===== config.mk =====
export PLATFORM = sky130hd
export DESIGN_NAME = base_tag_alloc
export DESIGN_NICKNAME = d
export VERILOG_FILES = /design/src/rtl/base_tag_alloc.sv
export SDC_FILE = /design/constraint.sdc
export NUM_CORES = 1
export LEC_CHECK = 0
export ABC_AREA = 1
export CORE_MARGIN = 2
export CORE_UTILIZATION = 35
export CTS_BUF_LIST = sky130_fd_sc_hd__clkbuf_2
export CTS_CLUSTER_DIAMETER = 60
export DETAILED_ROUTE_END_ITERATION = 8
export PLACE_DENSITY = 0.7
export SLEW_MARGIN = 20
export SYNTH_ARGS = -nofsm -noshare
export SYNTH_HDL_FRONTEND = slang
export SYNTH_SLANG_ARGS = --single-unit

===== constraint.sdc =====
create_clock -name clk -period 2.2 [get_ports clk]
set_input_delay 0.44 -clock clk [delete_from_list [all_inputs] [get_ports clk]]
set_output_delay 0.44 -clock clk [all_outputs]
set_load 0.01 [all_outputs]

===== src/rtl/base_tag_alloc.sv =====
// Free-list tag allocator: hands out the lowest free tag, takes tags back on retire,
// tracks the free count and flags double-frees with a sticky error.
module base_tag_alloc #(
  parameter int enc_width = 3,
  parameter int num_tags  = 2 ** enc_width
) (
  input  logic                 clk,
  input  logic                 reset,
  output logic                 o_v,
  input  logic                 o_r,
  output logic [0:enc_width-1] o_tag,
  input  logic                 i_v,
  input  logic [0:enc_width-1] i_tag,
  output logic [0:enc_width]   o_free_cnt,
  output logic                 o_all_free,
  output logic                 o_err
);

  logic [0:num_tags-1]  mask_q, mask_d;
  logic [0:enc_width]   cnt_q, cnt_d;
  logic                 err_q, err_d;

  logic [enc_width-1:0] sel_idx;
  logic                 any_free;
  logic                 alloc;
  logic                 dbl_free;
  logic                 free_ok;

  // Priority encode from registered state only; no path from o_r/i_v/i_tag.
  always_comb begin
    sel_idx  = '0;
    any_free = 1'b0;
    for (int i = num_tags - 1; i >= 0; i--) begin
      if (mask_q[i]) begin
        sel_idx  = enc_width'(i);
        any_free = 1'b1;
      end
    end
  end

  assign o_v   = any_free;
  assign o_tag = sel_idx;

  // Freeing the tag being allocated sees mask_q[i_tag]=1, so it lands here too.
  assign alloc    = any_free & o_r;
  assign dbl_free = i_v & mask_q[i_tag];
  assign free_ok  = i_v & ~mask_q[i_tag];

  always_comb begin
    mask_d = mask_q;
    if (alloc) begin
      mask_d[sel_idx] = 1'b0;
    end
    if (free_ok) begin
      mask_d[i_tag] = 1'b1;
    end
  end

  always_comb begin
    cnt_d = cnt_q;
    unique case ({free_ok, alloc})
      2'b10:   cnt_d = cnt_q + 1'b1;
      2'b01:   cnt_d = cnt_q - 1'b1;
      default: cnt_d = cnt_q;
    endcase
  end

  assign err_d = err_q | dbl_free;

  always_ff @(posedge clk) begin
    if (reset) begin
      mask_q <= '1;
      cnt_q  <= (enc_width + 1)'(num_tags);
      err_q  <= 1'b0;
    end else begin
      mask_q <= mask_d;
      cnt_q  <= cnt_d;
      err_q  <= err_d;
    end
  end

  assign o_free_cnt = cnt_q;
  assign o_all_free = (cnt_q == (enc_width + 1)'(num_tags));
  assign o_err      = err_q;

endmodule


==> metrics.yaml, run 1 <==
hold_depth: 2
syn_inst: 136
ff2ff_path_depth: 11
p_leak_nw: 0.656
place.gp.congestion: 0.863
status: "finished clean"
fin_ws_ps: 86.1
worstHoldEndpoint: "o_err"
drc: 0
critPathKind: "register to output pin"
hold_violations: 0
clock_latency_ps: 270
timing.rr.start: "mask_q[3]"
drt_iter0_drc: 23
cts_root_buf: "clkbuf_2"
syn2layout_area_growth_pct: 39.0
place_hpwl_um: 1910
synth_warnings: 0
fin_setup_tns_ps: 0
synth_area_um2: 888
dr.pass1.iters: 4
htreeDepth: 1
synth_nets: 146
syn_area_per_cell_um2: 6.53
initial_core_util: 0.365
gr-total-overflow: 0
synth_seq_cells: 13
wl_per_cell_um: 12.2
dp.cells: 197
worst_pin_slew_ps: 309
ys_seq_area_frac: 0.293
rows: 18
num-fill-cells: 257
die-area_um2: 2960
antennaDiodeCount: 0
grt_max_degree: 8
hold_path_class: "register to register"
grt_pass1_vias: 976
synth_top_area_share: 0.293
cts_tree: "done"
yosysUniqueCellTypes: 24
post_cts_buffers: 0
setup_violations: 0
clkTransAtPathRegs_ps: 130
ant_nets: 0
critPathMaxFanout: 4
pre_cts_ws_ps: -468
post-route-period-util: 0.961
powerDensity_nw_per_um2: 527
die_y_um: 54.4
antenna_found_initial: 0
cts_made_buffers: 3
r2r_slack_ps: 170
portBuffers: 16
finalCriticalPeriod_ps: 2110
ir_drop_uv: 363
grt_pass1_wl_um: 3950
final_cells: 201
clock-sinks: 13
fmax_mhz: 473
drive_above_1_share: 0.251
cp.required_ps: 1760
skew_ps: 12.8
clk_path_buf_depth: 2
hold_slack_ps: 475
worstSetupEndpointType: "output pin"
vias_per_cell: 5.13
reg2reg_to: "o_free_cnt[1]"
totalWireLength_um: 2460
hp-start: "o_err"
mostFrequentLayoutCells: "nand2_1 (28), nand3_1 (19), inv_1 (17), buf_4 (17), dfxtp_1 (12)"
start_kind: "register"
grt_usage: 0.185
die_w_um: 54.4
ios: 17
final_common_cell: "nand2_1"
synth_top_area_cell: "dfxtp_1"
register_area_um2: 262
slew_headroom: 0.794
via_count: 1032
synthTopCellsByArea: "dfxtp_1 (29%), nand2_1 (12%), nand3_1 (11%), inv_1 (7.2%), nand4_1 (5.6%)"
core-area_um2: 2430
post_cts_resized: 3
slew_viol_final: 0
maxCapViolCount: 0
fin_nets: 182
hold_buffers: 0
worstSetupStartpoint: "mask_q[4]"
multiInputGateArea_um2: 547
arrival_ps: 1670
[cell type report]
class	count	area share
Tap cell	30	0.0304
Multi-Input combinational cell	98	0.443
Sequential cell	13	0.212
Clock buffer	4	0.0162
Timing Repair Buffer	33	0.228
Inverter	23	0.0709
[cell families after synthesis]
kind of cell,after synthesis,synth area share
and+or+nand+nor,75,0.411
buffers and inverters,25,0.117
AOI/OAI and AO/OA,16,0.0972
DFF,13,0.293
xor gates and xnor gates,4,0.0394
adders and majority gates,3,0.0423
[stage by stage]
stage | total power, mW | utilization | cell area (um^2)
after detailed placement | 0.524 | 0.492 | 1200
after CTS | 0.645 | 0.499 | 1210
after floorplan | 0.401 | - | 888
after global routing | 0.692 | 0.508 | 1230
final | 0.651 | 0.508 | 1230
after global placement | 0.514 | 0.492 | 1200
[report_power, final]
group,internal (mW),leakage [nW],total (mW),switching [mW]
sequential,0.254,0.106,0.282,0.0276
clock,0.0482,0.0166,0.124,0.0754
combinational,0.126,0.533,0.246,0.120
total,0.428,0.656,0.651,0.223
[per-layer routing]
layer | track usage | vias to the layer above | wire length (um)
met1 | 0.210 | 486 | 1060
li1 | - | 515 | -
met3 | 0.0246 | 4 | 86
met4 | 0.0500 | 0 | 17
met2 | 0.353 | 27 | 1290
met5 | 0 | - | 0
[cell usage after synthesis]
cell type,n
nand2_1,28
nand3_1,19
inv_1,17
dfxtp_1,13
nor2_1,10
nand4_1,8
a21oi_1,7
inv_2,5
o21ai_1,4
ha_1,3
nand3_2,3
o21ai_0,3
xor2_1,3
nand2_2,2
nor2_2,2
buf_2,1
buf_6,1
clkinv_2,1
nor2_4,1
nor3_1,1
nor4_1,1
o21a_1,1
o21ai_2,1
xnor2_1,1
[registers in the layout (all words and copies together), names as in the netlist]
register and cells:
o_err 1, o_free_cnt 4, mask_q 8
[how the worst max path moves through the flow]
stage | end | cells after the start
after floorplan | o_free_cnt[1] | 14
after global placement | o_free_cnt[1] | 14
after detailed placement | o_free_cnt[1] | 15
after CTS | o_tag[2] | 10
after global routing | o_free_cnt[1] | 14
final | o_tag[0] | 5
[worst max-delay path: stages (launching register included)]
cell and delay [ps]:
dfxtp_1 410, nor2_1 80, nand3_1 100, inv_1 90, nor3_1 170, clkdlybuf4s50_1 570
No activity file was read; power rests on OpenSTA's default activity.
==> run 2, diff against run 1 <==
--- a/config.mk
+++ b/config.mk
@@ -16,3 +16,4 @@
 export SYNTH_ARGS = -nofsm -noshare
 export SYNTH_HDL_FRONTEND = slang
 export SYNTH_SLANG_ARGS = --single-unit
+export TNS_END_PERCENT = 50
==> results of run 2 <==
Same layout as run 1: the final DEF is identical, and so are final timing and power.
==> run 3, diff against run 2 <==
--- a/config.mk
+++ b/config.mk
@@ -6,7 +6,7 @@
 export NUM_CORES = 1
 export LEC_CHECK = 0
 export ABC_AREA = 1
-export CORE_MARGIN = 2
+export CORE_MARGIN = 3
 export CORE_UTILIZATION = 35
 export CTS_BUF_LIST = sky130_fd_sc_hd__clkbuf_2
 export CTS_CLUSTER_DIAMETER = 60
==> run 3 against run 2 <==
  * Total power rose by 0.51%
  * Clock power rose by 4%
  * Sequential power barely moved
  * Flip-flop and latch count did not move
  * Critical path depth rose by 9
  * Cell area rose by 0.81%
  * Critical endpoint is now o_free_cnt[1]
  * Largest power group unchanged
==> metrics.yaml, run 3 (synthesized netlist as in run 1, its figures left out) <==
status: "finished clean"  # unchanged
grt_usage: 0.147  # was 0.185
drive_above_1_share: 0.256  # was 0.251
dpl_cell_area_um2: 1190  # was 1200 um^2
initial_core_util: 0.383  # was 0.365
fin_nets: 183  # was 182
gr-total-overflow: 0  # unchanged
ios: 17  # unchanged
cts_tree: "done"  # unchanged
final_common_cell: "nand2_1"  # unchanged
largest_register_ffs: 8  # unchanged
htreeDepth: 1  # unchanged
ant_nets: 0  # unchanged
antennaDiodeCount: 0  # unchanged
totalWireLength_um: 2290  # was 2460 um
path_delay_family: "simple AND/OR/NAND/NOR gates"  # was buffers and inverters
slew_viol_final: 0  # unchanged
vias_per_cell: 5.06  # was 5.13
drc: 0  # unchanged
setup_violations: 0  # unchanged
cts_root_buf: "clkbuf_2"  # unchanged
die_y_um: 56.4  # was 54.4 um
critPathMaxFanout: 6  # was 4
clkTransAtPathRegs_ps: 150  # was 130 ps
grt_setup_unrepaired: "yes"
ir_drop_uv: 434  # was 363 uV
maxCapViolCount: 0  # unchanged
mostFrequentLayoutCells: "nand2_1 (28), nand3_1 (19), buf_4 (18)"  # was nand2_1 (28), nand3_1 (19), inv_1 (17), buf_4 (17), dfxtp_1 (12)
portBuffers: 16  # unchanged
cp_slowest_stage_delay_ps: 310  # was 570 ps
path_cells: "dlygate4sd2_1 > nand2_1 > clkinv_2 > nand3_2 > nand3_2 > nor2_4 > nand2_2 > ha_1 > xor2_2 > ha_1 > a21oi_2 > xnor2_1 > o21ai_1 > inv_1"  # was nor2_1 > nand3_1 > inv_1 > nor3_1 > clkdlybuf4s50_1
cts_made_buffers: 3  # unchanged
arrival_ps: 2250  # was 1670 ps
slew_headroom: 0.805  # was 0.794
grt_pass1_wl_um: 3750  # was 3950 um
cp.required_ps: 2370  # was 1760 ps
post-route-period-util: 0.947  # was 0.961
hold_violations: 0  # unchanged
grt_pass1_vias: 914  # was 976
wl_per_cell_um: 11.4  # was 12.2 um
via_count: 1012  # was 1032
worst_pin_slew_ps: 291  # was 309 ps
clock-sinks: 13  # unchanged
largest_register: "mask_q"  # unchanged
skew_ps: 14.8  # was 12.8 ps
grt_max_degree: 8  # unchanged
p_leak_nw: 0.661  # was 0.656 nW
drt_iter0_drc: 21  # was 23
finish.instance_area_um2: 1240  # was 1230 um^2
powerDensity_nw_per_um2: 526  # was 527 nW/um^2
crit_buf_inv: 3  # was 2
crit_slowest_cell: "dlygate4sd2_1"  # was clkdlybuf4s50_1
hold_path_class: "register to register"  # unchanged
fmax_mhz: 480  # was 473 MHz
pre_cts_ws_ps: -473  # was -468 ps
syn2layout_area_growth_pct: 40.1  # was 39.0%
place.gp.congestion: 0.803  # was 0.863
antenna_found_initial: 0  # unchanged
worstSetupEndpointType: "register"  # was output pin
clock_latency_ps: 270  # about the same
fin_ws_ps: 116  # was 86.1 ps
clk_path_buf_depth: 2  # unchanged
core-area_um2: 2320  # was 2430 um^2
die_w_um: 56.4  # was 54.4 um
rows: 17  # was 18
critPathKind: "primary input to register"  # was register to output pin
start_kind: "primary input"  # was register
dr.pass1.iters: 4  # unchanged
die-area_um2: 3180  # was 2960 um^2
hold_buffers: 0  # unchanged
place_hpwl_um: 1810  # was 1910 um
finalCriticalPeriod_ps: 2080  # was 2110 ps
## run 3: cell count changes in the layout (fill, tap and decap cells not counted)
cell and delta:
buf_4 +1, clkbuf_2 -1, dfxtp_1 -1, dfxtp_2 +1, dlygate4sd2_1 +1
## run 3: where the power goes
group,switching [mW],internal [mW]
logic,0.117,0.127
registers,0.0274,0.254
clock network,0.0809,0.0483
## run 3: metal layers
metal | part of all wire | global-route usage | wire length [um] | vias to the layer above
met4 | 0.0035 | 0.0441 | 8 | 0
met5 | 0 | 0 | 0 | -
met1 | 0.45 | 0.181 | 1020 | 461
met3 | 0.056 | 0.0345 | 128 | 2
li1 | - | - | - | 521
met2 | 0.49 | 0.250 | 1120 | 28
## run 3: worst reg2reg max path, stage by stage, from the launching register on
cell	delay, ps
dfxtp_2	380
inv_1	50
nand2_1	150
nor2_2	90
a21oi_2	210
ha_1	250
xor2_2	190
ha_1	190
a21oi_2	40
xnor2_1	140
o21ai_1	110
inv_1	40
## run 3: layout make-up
class	instances	area [um^2]
Clock buffer	4	20.0
Fill cell	241	1070
Inverter	23	87.6
Multi-Input combinational cell	98	547
Sequential cell	13	263
Tap cell	28	35.0
Timing Repair Buffer	34	293
## run 3: final timing paths
check	startpoint	end	slack, ps	cells after the start
setup / recovery	i_tag[0]	o_free_cnt[1]	120	14
hold / removal	o_err	o_err	460	2
setup reg to reg	mask_q[2]	o_free_cnt[1]	250	11
hold reg to reg	o_err	o_err	460	2
## run 3: per-stage QoR
stage	power, mW	TNS [ps]	utilization	hold slack (ps)	std cells
2_1_floorplan	0.401	0	-	444	136
3_3_place_gp	0.513	-1310	0.515	439	195
3_5_place_dp	0.520	-1510	0.515	444	195
4_1_cts	0.645	0	0.522	463	199
5_1_grt	0.701	-67.9	0.537	486	200
6_report	0.654	0	0.537	460	200
## run 3: what timing repair did
item                       CTS  global route
cloned                       0             0
setup buffers                0             1
gates resized for setup      3            10
setup endpoints to repair    3             5
